$ cat src/rtl/spi_master_ctrl_if.sv
// spi_master_ctrl_if
// Bundles the frame handshake (start/tx_data/busy/done/rx_data/parity_err)
// and the four SPI wires for spi_master_ctrl. The controller connects through
// the master modport; whatever drives requests and models the slave uses the
// slave modport.
interface spi_master_ctrl_if #(
  parameter int DATA_W = 8
);
  logic              start;
  logic [DATA_W-1:0] tx_data;
  logic              busy;
  logic              done;
  logic [DATA_W-1:0] rx_data;
  logic              parity_err;
  logic              sclk;
  logic              mosi;
  logic              cs_n;
  logic              miso;

  modport master (
    input  start, tx_data, miso,
    output busy, done, rx_data, parity_err, sclk, mosi, cs_n
  );

  modport slave (
    output start, tx_data, miso,
    input  busy, done, rx_data, parity_err, sclk, mosi, cs_n
  );
endinterface

$ cat src/rtl/spi_master_ctrl.sv
// spi_master_ctrl
// SPI mode-0 master: one frame of DATA_W bits per accepted start, MSB first,
// SCLK half-period of HALF_PERIOD clk cycles. The FSM walks
// IDLE -> SETUP -> SHIFT -> DONE -> IDLE; all pin and handshake outputs are
// registers written by that FSM.
// Optional feature: define SPI_PARITY_EN to append an odd-parity bit to each
// transmitted frame and check the odd parity of the received frame. Without
// it, frames are DATA_W bits and parity_err is tied low.
module spi_master_ctrl #(
  parameter int DATA_W      = 8,
  parameter int HALF_PERIOD = 2
) (
  input  logic              clk,
  input  logic              reset,
  spi_master_ctrl_if.master bus
);

`ifdef SPI_PARITY_EN
  localparam int FRAME_LEN = DATA_W + 1;
`else
  localparam int FRAME_LEN = DATA_W;
`endif
  localparam int HP_W  = (HALF_PERIOD > 1) ? $clog2(HALF_PERIOD) : 1;
  localparam int BIT_W = $clog2(FRAME_LEN);
  localparam logic [HP_W-1:0]  HP_LAST  = HP_W'(HALF_PERIOD - 1);
  localparam logic [BIT_W-1:0] BIT_LAST = BIT_W'(FRAME_LEN - 1);

  typedef enum logic [1:0] {IDLE, SETUP, SHIFT, DONE} state_t;

  state_t               state_q;
  logic [HP_W-1:0]      hp_cnt_q;    // clk cycles within the current half-period
  logic [BIT_W-1:0]     bit_cnt_q;   // index of the next rising SCLK edge
  logic                 last_q;      // last bit has been sampled
  logic [FRAME_LEN-1:0] tx_shift_q;  // MSB drives mosi; cleared outside a frame
  logic [FRAME_LEN-1:0] rx_shift_q;
  logic                 sclk_q;
  logic                 cs_n_q;
  logic                 busy_q;
  logic                 done_q;
  logic [DATA_W-1:0]    rx_data_q;
  logic [FRAME_LEN-1:0] tx_load_d;
  logic                 hp_tick_d;
`ifdef SPI_PARITY_EN
  logic                 perr_q;
  logic                 perr_d;
`endif

  // Frame image captured on an accepted start, plus the half-period tick
  always_comb begin
`ifdef SPI_PARITY_EN
    // Odd parity: the parity bit makes the total count of ones odd
    tx_load_d = {bus.tx_data, ~^bus.tx_data};
    // Received data+parity must hold an odd number of ones
    perr_d    = ~^rx_shift_q;
`else
    tx_load_d = bus.tx_data;
`endif
    hp_tick_d = (hp_cnt_q == HP_LAST);
  end

  // Frame sequencer; owns every registered output
  always_ff @(posedge clk or posedge reset) begin
    if (reset) begin
      state_q    <= IDLE;
      hp_cnt_q   <= '0;
      bit_cnt_q  <= '0;
      last_q     <= 1'b0;
      tx_shift_q <= '0;
      rx_shift_q <= '0;
      sclk_q     <= 1'b0;
      cs_n_q     <= 1'b1;
      busy_q     <= 1'b0;
      done_q     <= 1'b0;
      rx_data_q  <= '0;
`ifdef SPI_PARITY_EN
      perr_q     <= 1'b0;
`endif
    end else begin
      case (state_q)
        IDLE: begin
          done_q <= 1'b0;
          busy_q <= 1'b0;
          cs_n_q <= 1'b1;
          sclk_q <= 1'b0;
          if (bus.start) begin
            // tx_data is copied here, so later changes cannot disturb the frame
            state_q    <= SETUP;
            busy_q     <= 1'b1;
            cs_n_q     <= 1'b0;
            tx_shift_q <= tx_load_d;
            hp_cnt_q   <= '0;
            bit_cnt_q  <= '0;
            last_q     <= 1'b0;
          end
        end

        SETUP: begin
          // cs_n low and MSB on mosi for one half-period before SCLK moves
          if (hp_tick_d) begin
            state_q  <= SHIFT;
            hp_cnt_q <= '0;
          end else begin
            hp_cnt_q <= hp_cnt_q + 1'b1;
          end
        end

        SHIFT: begin
          if (!hp_tick_d) begin
            hp_cnt_q <= hp_cnt_q + 1'b1;
          end else begin
            hp_cnt_q <= '0;
            if (!sclk_q) begin
              // Rising edge: sample miso, which the slave set up while SCLK was low
              sclk_q     <= 1'b1;
              rx_shift_q <= {rx_shift_q[FRAME_LEN-2:0], bus.miso};
              if (bit_cnt_q == BIT_LAST) begin
                last_q <= 1'b1;
              end else begin
                bit_cnt_q <= bit_cnt_q + 1'b1;
              end
            end else begin
              // Falling edge: either close the frame or present the next bit
              sclk_q <= 1'b0;
              if (last_q) begin
                state_q    <= DONE;
                cs_n_q     <= 1'b1;
                done_q     <= 1'b1;
                tx_shift_q <= '0;
                rx_data_q  <= rx_shift_q[FRAME_LEN-1 -: DATA_W];
`ifdef SPI_PARITY_EN
                perr_q     <= perr_d;
`endif
              end else begin
                tx_shift_q <= tx_shift_q << 1;
              end
            end
          end
        end

        DONE: begin
          // Leave unconditionally; a start seen here is dropped, not queued
          state_q <= IDLE;
          done_q  <= 1'b0;
          busy_q  <= 1'b0;
        end

        default: begin
          state_q <= IDLE;
        end
      endcase
    end
  end

  assign bus.sclk    = sclk_q;
  assign bus.mosi    = tx_shift_q[FRAME_LEN-1];
  assign bus.cs_n    = cs_n_q;
  assign bus.busy    = busy_q;
  assign bus.done    = done_q;
  assign bus.rx_data = rx_data_q;
`ifdef SPI_PARITY_EN
  assign bus.parity_err = perr_q;
`else
  assign bus.parity_err = 1'b0;
`endif

endmodule

$ cat src/flat_wrapper.sv
// flat-port wrapper written by rule: the top's interface ports become plain ports
module spi_master_ctrl_flat 
#(
  parameter int DATA_W      = 8,
  parameter int HALF_PERIOD = 2
)
  (clk, reset, bus_start, bus_tx_data, bus_miso, bus_busy, bus_done, bus_rx_data, bus_parity_err, bus_sclk, bus_mosi, bus_cs_n);
  spi_master_ctrl_if #(.DATA_W(DATA_W)) bus_i ();
  input  logic clk;
  input  logic reset;
  input wire logic [$bits(bus_i.start)-1:0] bus_start;
  input wire logic [$bits(bus_i.tx_data)-1:0] bus_tx_data;
  input wire logic [$bits(bus_i.miso)-1:0] bus_miso;
  output wire logic [$bits(bus_i.busy)-1:0] bus_busy;
  output wire logic [$bits(bus_i.done)-1:0] bus_done;
  output wire logic [$bits(bus_i.rx_data)-1:0] bus_rx_data;
  output wire logic [$bits(bus_i.parity_err)-1:0] bus_parity_err;
  output wire logic [$bits(bus_i.sclk)-1:0] bus_sclk;
  output wire logic [$bits(bus_i.mosi)-1:0] bus_mosi;
  output wire logic [$bits(bus_i.cs_n)-1:0] bus_cs_n;
  assign bus_i.start = bus_start;
  assign bus_i.tx_data = bus_tx_data;
  assign bus_i.miso = bus_miso;
  assign bus_busy = bus_i.busy;
  assign bus_done = bus_i.done;
  assign bus_rx_data = bus_i.rx_data;
  assign bus_parity_err = bus_i.parity_err;
  assign bus_sclk = bus_i.sclk;
  assign bus_mosi = bus_i.mosi;
  assign bus_cs_n = bus_i.cs_n;
  spi_master_ctrl #(.DATA_W(DATA_W), .HALF_PERIOD(HALF_PERIOD)) u_core (.clk(clk), .reset(reset), .bus(bus_i));
endmodule
$ cat config.mk
export PLATFORM = sky130hd
export DESIGN_NAME = spi_master_ctrl_flat
export DESIGN_NICKNAME = d
export VERILOG_FILES = /design/src/rtl/spi_master_ctrl_if.sv /design/src/rtl/spi_master_ctrl.sv /design/src/flat_wrapper.sv
export SDC_FILE = /design/constraint.sdc
export NUM_CORES = 1
export LEC_CHECK = 0
export BUFFER_PORTS_ARGS = -buffer_cell sky130_fd_sc_hd__buf_2
export CAP_MARGIN = 15
export CORE_ASPECT_RATIO = 1.4
export CORE_MARGIN = 2
export CORE_UTILIZATION = 39
export DETAILED_ROUTE_END_ITERATION = 8
export SKIP_CTS_REPAIR_TIMING = 1
export SKIP_LAST_GASP = 1
export SLEW_MARGIN = 40
export SYNTH_ARGS = -nofsm -noshare
export SYNTH_HDL_FRONTEND = slang
export SYNTH_SLANG_ARGS = --single-unit
$ cat constraint.sdc
create_clock -name clk -period 2.09 [get_ports clk]
set_input_delay 0.418 -clock clk [delete_from_list [all_inputs] [get_ports clk]]
set_output_delay 0.418 -clock clk [all_outputs]
set_load 0.02 [all_outputs]
==> summary by stage <==
GRT
The first global-routing pass estimated between 5 and 6 mm of wire. In the global route stage, overall resource usage came out at 0.141. The number of global-route vias before repair is approximately 1100.

The total overflow reported by the global router is 0. The number of antenna violations at the first check in global routing came to 0. The pin count of the biggest net entering global routing is 36.

Worst setup path
In this run the critical register-to-register path is captured at u_core.bus.rx_data[1]. Data on the critical path arrives at its endpoint at about 2.1 ns. The setup path with the least slack is of type reg2reg. The reg-to-reg startpoint is u_core.state_q[0].

The setup slack of the most critical reg-to-reg path is approximately 0.15 ns. The critical path startpoint category is a flip-flop. The capturing element type of the critical path is a flip-flop.

The biggest fanout along the worst timing path is 13. The critical path ends at u_core.bus.rx_data[1]. The critical path required time is between 2 and 2.5 ns. The worst reg2reg path depth is 5. The worst setup path startpoint is u_core.state_q[0].

Route
The remaining number of nets flagged by the antenna check after routing is 0. The length of the first detailed-routing pass in iterations is 4. The number of remaining DRC errors is 0.

After detailed routing, the total wire length is just under 3 mm. For this block, the via count after detailed routing is ~1100. After detailed routing, the average wire length per cell comes to 14.0 um. After the first detailed-routing iteration, the DRC count stood at 11.

The ratio of routed vias to standard cells is roughly 5.3.

Logic synthesis
The number of warnings issued by yosys is 0. The share of synthesized area in the top cell type comes to 0.501. The primary flip-flop cell chosen by synthesis mapping is sky130_fd_sc_hd__dfrtp_1. The number of enable flip-flop cells after synthesis is 0.

The post-synthesis cell count is between 100 and 150. By area the synthesized netlist is led by sky130_fd_sc_hd__dfrtp_1, sky130_fd_sc_hd__mux2_2, sky130_fd_sc_hd__ha_1. Of all flip-flops after synthesis, the portion carrying an async set or reset was 1.00. The portion of the post-synthesis area used by sequential elements is 0.516. Counting flops and latches in the post-synthesis netlist gives 35. Summed over all instances, the cell type with the most area after synthesis is sky130_fd_sc_hd__dfrtp_1.

The number of nets produced by synthesis is about 160. The count of cell types in the netlist is 31. The average cell area after synthesis is ~12 sq um.

The mapped cell area is 1700 sq um.

Clocking
The number of sinks handled by clock tree synthesis is 35. The clock insertion delay at the later pin of the skew report is 0.29 ns. The H-tree generated during clock tree synthesis spans 2 levels. The library cell used as clock root buffer is sky130_fd_sc_hd__clkbuf_8.

The number of buffers on the longest clock path is 2. Counting the buffers created by CTS gives 5. The clock-pin transition on the worst setup and hold timing paths is ~0.080 ns. The CTS tree is yes.

Placed design
At the end of routability-driven placement, the weighted congestion stood at roughly 0.74. Summed over all nets, the half-perimeter wirelength after detailed placement is 2.16 mm. OpenSTA, run right after detailed placement, puts the worst setup slack at ~0.12 ns. Buffers placed on the I/O ports in this run total 24. The post-place instance area is ~1800 sq um.

Timing
In the finished design, the share of the clock period the worst path needs comes to 0.930. The final hold violation count is 0. The final critical-path required period is between 1.5 and 2 ns. The timing-limited maximum frequency is ~510 MHz.

Setup repair after global routing left no endpoint under its margin. Setup violations remaining at the end of the flow were counted as 0. The least setup slack across all paths after layout is ~0.15 ns. The number of max-slew violations in the final report is 0. The sum of negative setup slack is 0 ns. The clock arrives with approximately 0.0088 ns of skew.

Power
The share of total power dissipated in the clock network is 0.177. The internal power component is 0.00178 W. The worst-case IR drop observed on VDD is approximately 0.00076 V. Of the total power, the share spent switching nets is 0.371.

The switching power total is ~0.0011 W. The share of total power dissipated in sequential elements is 0.405. The combinational share of power is 0.417. Dividing total power by cell area gives a power density of 1460 nW/um^2.

For this design the static power due to leakage is about 0.94 nW.

Outcome
The run finished with clean final reports.

Die
For this design the top-level I/O count stands at 26. The starting density of the core is 0.404. The standard cell core area is roughly 4200 sq um. The floorplan has 28 rows. The die height is approximately 80 um. The die is 59.8 um wide. The overall die area is 4910 sq um.

Layout
The area growth from synthesis to layout is 14.1%. The number of fill cells in the layout is between 300 and 400. The final-stage net count is approximately 190.

The library cell used most frequently in the layout, excluding fill and tap cells, is sky130_fd_sc_hd__dfrtp_1. After routing the design area is about 1900 sq um. The number of antenna diodes in the final layout is 0.

Leaving out fill and tap cells, the most frequent cells in the layout are sky130_fd_sc_hd__dfrtp_1, sky130_fd_sc_hd__mux2_2, sky130_fd_sc_hd__buf_2, sky130_fd_sc_hd__inv_1. Of the cells placed in the final design, the portion with a size suffix greater than 1 is 0.383.

Hold path
The class of the tightest hold or removal check is in2async.

Job
Max-cap violations in this run came to 0.
registers in the layout, indices dropped and copies added, names as in the netlist:
name / cells
u_core.bus.rx_data: 8
u_core.bus.done: 1
u_core.hp_cnt_q: 1
u_core.bus.sclk: 1
u_core.tx_shift_q: 8
u_core.last_q: 1
u_core.state_q: 2
u_core.bus.busy: 1
u_core.bit_cnt_q: 3
u_core.rx_shift_q: 8
u_core.bus.cs_n: 1
Yosys cell counts (2+ instances only):
cell / number
sky130_fd_sc_hd__dfrtp_1: 34
sky130_fd_sc_hd__mux2_2: 26
sky130_fd_sc_hd__inv_1: 11
sky130_fd_sc_hd__ha_1: 7
sky130_fd_sc_hd__nand2_1: 7
sky130_fd_sc_hd__nor2b_1: 6
sky130_fd_sc_hd__o21ai_0: 5
sky130_fd_sc_hd__a21oi_1: 4
sky130_fd_sc_hd__a22o_1: 4
sky130_fd_sc_hd__mux2i_1: 4
sky130_fd_sc_hd__nand2b_1: 4
sky130_fd_sc_hd__buf_2: 3
sky130_fd_sc_hd__nand3b_1: 3
sky130_fd_sc_hd__a21oi_2: 2
sky130_fd_sc_hd__buf_4: 2
sky130_fd_sc_hd__nor2_1: 2
sky130_fd_sc_hd__nor3_1: 2
metal layers:
layer,vias up,share of wire,GRT usage
met4,0,0.021,0.0667
li1,538,-,-
met5,-,0,0
met2,24,0.53,0.237
met3,6,0.051,0.0514
met1,554,0.40,0.155
worst min path at each step:
| stage | startpoint | depth (start not counted) | end | slack [ns] |
|---|---|---|---|---|
| 2_1_floorplan | u_core.rx_shift_q[7] | 1 | u_core.bus.rx_data[7] | 0.48 |
| 3_3_place_gp | u_core.bus.busy | 2 | u_core.bus.busy | 0.47 |
| 3_5_place_dp | u_core.bus.busy | 2 | u_core.bus.busy | 0.48 |
| 4_1_cts | reset | 3 | u_core.bus.rx_data[2] | 0.21 |
| 5_1_grt | reset | 3 | u_core.rx_shift_q[2] | 0.25 |
| 6_report | reset | 3 | u_core.rx_shift_q[4] | 0.20 |
power groups by stage:
stage	sequential [W]	clock, W	combinational (W)
final	0.00115	0.000502	0.00118
after global routing	0.00119	0.000549	0.00133
after CTS	0.00115	0.000518	0.00120
after detailed placement	0.00116	0	0.00120
after global placement	0.00115	0	0.00115
after floorplan	0.00115	0	0.000948
cell families (layout without fill, tap and decap cells):
| group | Yosys count | count (layout) | share of synthesized area |
|---|---|---|---|
| mux | 31 | 31 | 0.203 |
| buf+inv | 18 | 45 | 0.0508 |
| flops | 35 | 35 | 0.516 |
| fa+ha+maj | 7 | 7 | 0.0515 |
| simple gates | 29 | 29 | 0.0979 |
| other cells | 1 | 1 | 0.00221 |
| compound gates | 19 | 19 | 0.0788 |
worst max-delay path, cell delays in order (launching register included):
cell                      delay [ns]
sky130_fd_sc_hd__dfrtp_1        0.40
sky130_fd_sc_hd__inv_1          0.13
sky130_fd_sc_hd__ha_1           0.25
sky130_fd_sc_hd__buf_4          0.21
sky130_fd_sc_hd__nand4_1        0.41
sky130_fd_sc_hd__mux2_2         0.42
area by class of cell:
| type | count | area, sq um | share of cell area |
|---|---|---|---|
| flip-flops and latches | 35 | 877 | 0.452 |
| multi-input cells | 87 | 736 | 0.379 |
| repair buffers | 26 | 135 | 0.0697 |
| clock buffers | 5 | 68.8 | 0.0355 |
| well taps | 45 | 56.3 | 0.0290 |
| inverters | 11 | 41.3 | 0.0213 |
| clock inverters | 3 | 25.0 | 0.0129 |
stage by stage:
step	total power, W	instances	utilization	hold WS (ns)
after detailed placement	0.00236	204	0.439	0.475
after CTS	0.00287	212	0.461	0.215
after floorplan	0.00209	140	-	0.475
after global placement	0.00230	204	0.439	0.466
after global routing	0.00306	212	0.461	0.247
final	0.00283	212	0.461	0.199
Note: power is estimated with default switching activity, not from simulation.
